==> config.mk <==
export PLATFORM = sky130hd
export DESIGN_NAME = instr_rom_fetch
export DESIGN_NICKNAME = d
export VERILOG_FILES = /design/src/rtl/instr_rom_fetch.sv
export SDC_FILE = /design/constraint.sdc
export NUM_CORES = 2
export LEC_CHECK = 0
export BUFFER_PORTS_ARGS = -buffer_cell sky130_fd_sc_hd__buf_2
export CAP_MARGIN = 10
export CORE_MARGIN = 4
export CORE_UTILIZATION = 45
export DETAILED_ROUTE_END_ITERATION = 6
export GPL_ROUTABILITY_DRIVEN = 1
export GPL_TIMING_DRIVEN = 0
export HOLD_SLACK_MARGIN = 0.02
export PLACE_DENSITY = 0.57
export SLEW_MARGIN = 0
export SYNTH_ARGS = -nofsm -noshare
export SYNTH_HDL_FRONTEND = slang
export SYNTH_SLANG_ARGS = --single-unit
==> constraint.sdc <==
create_clock -name clk -period 5 [get_ports clk]
set_input_delay 1 -clock clk [delete_from_list [all_inputs] [get_ports clk]]
set_output_delay 1 -clock clk [all_outputs]
set_load 0.01 [all_outputs]
==> src/rtl/instr_rom_fetch.sv <==
// Loadable instruction store with a one-cycle fetch port and a stall-aware
// present/hold handshake toward the instruction consumer.
module instr_rom_fetch #(
  parameter int unsigned       DATA_W   = 16,
  parameter int unsigned       ADDR_W   = 8,
  parameter int unsigned       DEPTH    = 256,
  parameter logic [DATA_W-1:0] NOP_WORD = '0
) (
  input  logic              clk,
  input  logic              rst,
  input  logic              ld_en,
  input  logic [ADDR_W-1:0] ld_addr,
  input  logic [DATA_W-1:0] ld_data,
  input  logic              rd_req,
  input  logic [ADDR_W-1:0] pc,
  input  logic              rd_stall,
  output logic              rd_ready,
  output logic [DATA_W-1:0] instr,
  output logic              instr_valid,
  output logic [ADDR_W:0]   loaded_cnt
);

  localparam int unsigned   IDX_W   = (DEPTH > 1) ? $clog2(DEPTH) : 1;
  localparam logic [ADDR_W:0] DEPTH_C = (ADDR_W + 1)'(DEPTH);
  localparam logic [ADDR_W:0] CNT_ONE = (ADDR_W + 1)'(1);

  typedef enum logic [1:0] {StIdle, StFetch, StHold} state_t;

  state_t              state;
  logic [DATA_W-1:0]   mem [DEPTH];
  logic [DEPTH-1:0]    written;

  logic [IDX_W-1:0]    ld_idx;
  logic [IDX_W-1:0]    rd_idx;
  logic                ld_ok;
  logic                ld_new;
  logic                rd_ok;
  logic [DATA_W-1:0]   rd_word;
  logic                accept;

  always_comb begin
    ld_idx   = ld_addr[IDX_W-1:0];
    rd_idx   = pc[IDX_W-1:0];
    ld_ok    = ld_en && ({1'b0, ld_addr} < DEPTH_C);
    ld_new   = ld_ok && !written[ld_idx];
    rd_ok    = {1'b0, pc} < DEPTH_C;
    // Reads see the pre-edge array and flags, giving read-before-write.
    rd_word  = (rd_ok && written[rd_idx]) ? mem[rd_idx] : NOP_WORD;
    rd_ready = (state != StHold);
    accept   = rd_req && rd_ready;
  end

  // Word array carries no reset so it can map onto plain RAM.
  always_ff @(posedge clk) begin
    if (ld_ok && !rst) begin
      mem[ld_idx] <= ld_data;
    end
  end

  always_ff @(posedge clk) begin
    if (rst) begin
      state       <= StIdle;
      instr       <= NOP_WORD;
      instr_valid <= 1'b0;
      loaded_cnt  <= '0;
      written     <= '0;
    end else begin
      if (ld_ok) begin
        written[ld_idx] <= 1'b1;
      end
      if (ld_new && (loaded_cnt < DEPTH_C)) begin
        loaded_cnt <= loaded_cnt + CNT_ONE;
      end

      case (state)
        StIdle, StFetch: begin
          // A new request wins over a stall of the word being presented.
          if (accept) begin
            instr       <= rd_word;
            instr_valid <= 1'b1;
            state       <= StFetch;
          end else if ((state == StFetch) && rd_stall) begin
            state <= StHold;
          end else begin
            instr_valid <= 1'b0;
            state       <= StIdle;
          end
        end
        StHold: begin
          if (!rd_stall) begin
            state <= StFetch;
          end
        end
        default: state <= StIdle;
      endcase
    end
  end

endmodule

==> impl_metrics.json <==
{
  "outcome": "finished, violations left",
  "failed_checks": "setup timing",
  "synth_xor_area_frac": 0.0001021,
  "drive_gt1_frac": 0.2596,
  "synth_simple_gate_area_frac": 0.02340,
  "fmax_mhz": 185.4,
  "ir_drop_mv": 0.3710,
  "worstPathArrival_ps": 6300,
  "start_util": 0.4523,
  "whs_endpoint": "state[1]$_SDFFE_PP0P_",
  "worst_slack_ps": -395.1,
  "die-area_um2": 391300,
  "ios": 64,
  "drt-total-wl_um": 656100,
  "worst_setup_path_start_kind": "input port",
  "drtIter0Drc": 18590,
  "synth_top_family_by_area": "multiplexers",
  "slowest_stage": "clkbuf_1",
  "regToRegStartpoint": "mem[202][13]$_DFFE_PP_",
  "final_nets": 9648,
  "p_leak_nw": 63.64,
  "grt_usage": 0.3305,
  "synth.largest_area_cell": "edfxtp_1",
  "routabilityCongestion": 1.023,
  "hold_path.class": "in2reg",
  "grt-ovfl-total": 0,
  "synthFlopType": "edfxtp_1",
  "drc": 0,
  "cp_cell_sequence": "buf_2, nand2b_1, clkbuf_1, buf_6, clkbuf_1, clkbuf_1, o221ai_1, o22ai_1, o21ai_1, nand3_1, or3_1, o31ai_1",
  "synthToLayoutAreaGrowth_pct": 16.56,
  "root_buffer": "clkbuf_16",
  "synth_compound_area_frac": 0.04290,
  "synthAdderAreaFrac": 0.00007290,
  "reg2reg_depth": 8,
  "clock_sinks": 4380,
  "post-route-period-util": 1.079,
  "min_from": "rd_stall",
  "synth_mux_area_frac": 0.1592,
  "synth-warning-count": 0,
  "via_per_inst": 6.727,
  "clk_latency_ps": 1010,
  "drtAntennaViolNets": 0,
  "htreeDepth": 5,
  "maxSlewHeadroom": 0.02957,
  "setup.worst_path.class": "in2reg",
  "portBuffers": 58,
  "tightest_slew_ps": 1456,
  "drv_slew": 0,
  "r2r_slack_ps": 1250,
  "grt_max_degree": 157,
  "grt_pass1_vias": 95730,
  "slowest_delay_ps": 1090,
  "antenna_found_initial": 54,
  "fp.dieW_um": 625.6,
  "placed_area_um2": 185300,
  "synth_enable_flop_cells": 4096,
  "ys_ff_latch": 4380,
  "coreArea_um2": 379500,
  "syn_inst": 8780,
  "reg2reg_to": "instr[13]$_SDFFE_PP0P_",
  "first_pass_iters": 7,
  "cp_common_cell": "clkbuf_1",
  "yosysSeqAreaShare": 0.7498,
  "post_cts_buffers": 0,
  "nFillCells": 29880,
  "die_y_um": 625.6,
  "cts.path.max_buffers": 4,
  "synth_top_area_frac": 0.7167,
  "ys_async_sr_fraction": 0,
  "vias": 101300,
  "yosys-top-cells-count": "edfxtp_1 (4096), mux4_2 (920), mux2i_1 (580)",
  "cp_max_fo": 13,
  "fin_area_um2": 200100,
  "cts.hold.buffers_added": 0,
  "min_period_ps": 5395,
  "final_hold_viol_count": 0,
  "netlist_area_um2": 171600,
  "grt_pass1_wl_um": 863900,
  "wl_per_cell_um": 43.57,
  "whs_path_depth": 3,
  "synth.top_cells.by_area": "edfxtp_1 (72%), mux4_2 (12%), mux2i_1 (3.4%), dfxtp_1 (3.3%), o22ai_1 (1.4%)",
  "p_per_area_nw_per_um2": 392.3,
  "required_ps": 5900,
  "synth_fp_nets": 8818,
  "num_rows": 226,
  "clk_pin_slew_worst_paths_ps": 60,
  "yosysMostFrequentCell": "edfxtp_1",
  "setup.worst_path.end_class": "register",
  "synthDistinctLibCells": 74,
  "cts_tree": "built",
  "syn_area_per_cell_um2": 19.55,
  "setup_viol": 16,
  "dpl.hpwl_um": 460200,
  "cts_buffers": 452,
  "max_cap_viol_count": 0,
  "rsz0062_at_grt": "no",
  "hold_ws_ps": 261.6,
  "fin_skew_ps": 68.82
}
==> worst max-delay path: cells and delay by family <==
| family | cells | cell delay [ps] |
|---|---|---|
| AND/OR/NAND/NOR | 3 | 750 |
| buffers and inverters | 5 | 3490 |
| AO/OA/AOI/OAI | 4 | 950 |
==> power breakdown <==
group          total [mW]  internal [mW]  switching, mW
clock                33.3           18.9           14.4
sequential           40.1           40.1         0.0305
combinational        5.02           1.39           3.63
==> cells by family (layout without fill, tap and decap cells) <==
logic type / Yosys count / after routing
adders and majority gates: 1 / 1
xor gates and xnor gates: 2 / 2
buffers and inverters: 861 / 2069
muxes: 1548 / 1548
and+or+nand+nor: 897 / 897
AOI/OAI and AO/OA: 1091 / 1091
DFF: 4380 / 4380
other: 0 / 55
==> registers in the layout (all words and copies together) (netlist names) <==
signal	flops
loaded_cnt	9
instr	16
written	256
instr_valid	1
state	2
mem	4096
==> cells in the final DEF (no fill, tap or decap), drive strengths merged, types with 6 or more instances in the layout <==
master and instances:
inv 276, mux4 937, nor2 368, a21oi 187, or4 8, a211oi 10, o41ai 14, a221oi 8
nand2b 8, dfxtp 284, o211ai 16, nand2 220, o21ai 100, mux2 31, o221ai 235, bufinv 41
or3 17, or4b 6, a22oi 79, nand3 85, mux2i 580, nand4 17, nor3 90, buf 651
clkbuf 860, edfxtp 4096, clkdlybuf4s15 9, nor2b 15, a21boi 6, a31oi 11, o31ai 24, clkinvlp 13
o22ai 372, nor4 35, diode 55, clkinv 216
==> stage by stage <==
step | util | setup WS [ps] | TNS, ps | total power, mW | instances
global placement | 0.4696 | -5320 | -8036440 | 45.58 | 13850
detailed placement | 0.4882 | -2672 | -524360 | 45.70 | 14180
floorplan | - | 1244 | 0 | 42.91 | 8780
CTS | 0.5265 | 1.020 | 0 | 78.38 | 15000
global route | 0.5268 | 7.974 | 0 | 80.20 | 15010
finish | 0.5272 | -395.1 | -3685 | 78.48 | 15060
==> metal layers <==
layer,part of all wire,vias to the layer above,global-route usage,wire length [um]
met3,0.14,1614,0.1254,94930
met1,0.36,53640,0.4412,238100
met2,0.43,7960,0.4695,279100
met4,0.067,28,0.1769,43770
li1,-,38060,-,-
met5,0.00041,-,0,268
==> worst max path at each step <==
stage                           from                    endpoint  cells after the start
after floorplan           ld_addr[0]  loaded_cnt[5]$_SDFFE_PP0P_                     12
after global placement         pc[2]       instr[3]$_SDFFE_PP0P_                     10
after detailed placement       pc[4]       instr[0]$_SDFFE_PP0P_                     10
after CTS                      pc[5]       instr[7]$_SDFFE_PP0P_                     11
after global routing           pc[1]       instr[7]$_SDFFE_PP0P_                     14
final                          pc[2]       instr[6]$_SDFFE_PP0P_                     12
==> area by class of cell <==
| class | instances | area, um^2 | share of cell area |
|---|---|---|---|
| well taps | 5016 | 6276 | 0.03137 |
| multi-input cells | 3539 | 39740 | 0.1987 |
| diodes | 55 | 137.6 | 0.0006880 |
| clock buffers | 554 | 11860 | 0.05930 |
| inverters | 268 | 1006 | 0.005029 |
| clock inverters | 278 | 2500 | 0.01250 |
| plain buffers | 585 | 3455 | 0.01727 |
| repair buffers | 384 | 6390 | 0.03194 |
| flip-flops and latches | 4380 | 128700 | 0.6433 |
==> repair_timing <==
item / in CTS / in global routing
endpoints found under the setup margin: 16 / 16
pin swaps: 0 / 2
gates cloned: 0 / 0
resized for setup: 86 / 37
Power figures use the tool's default switching activity.
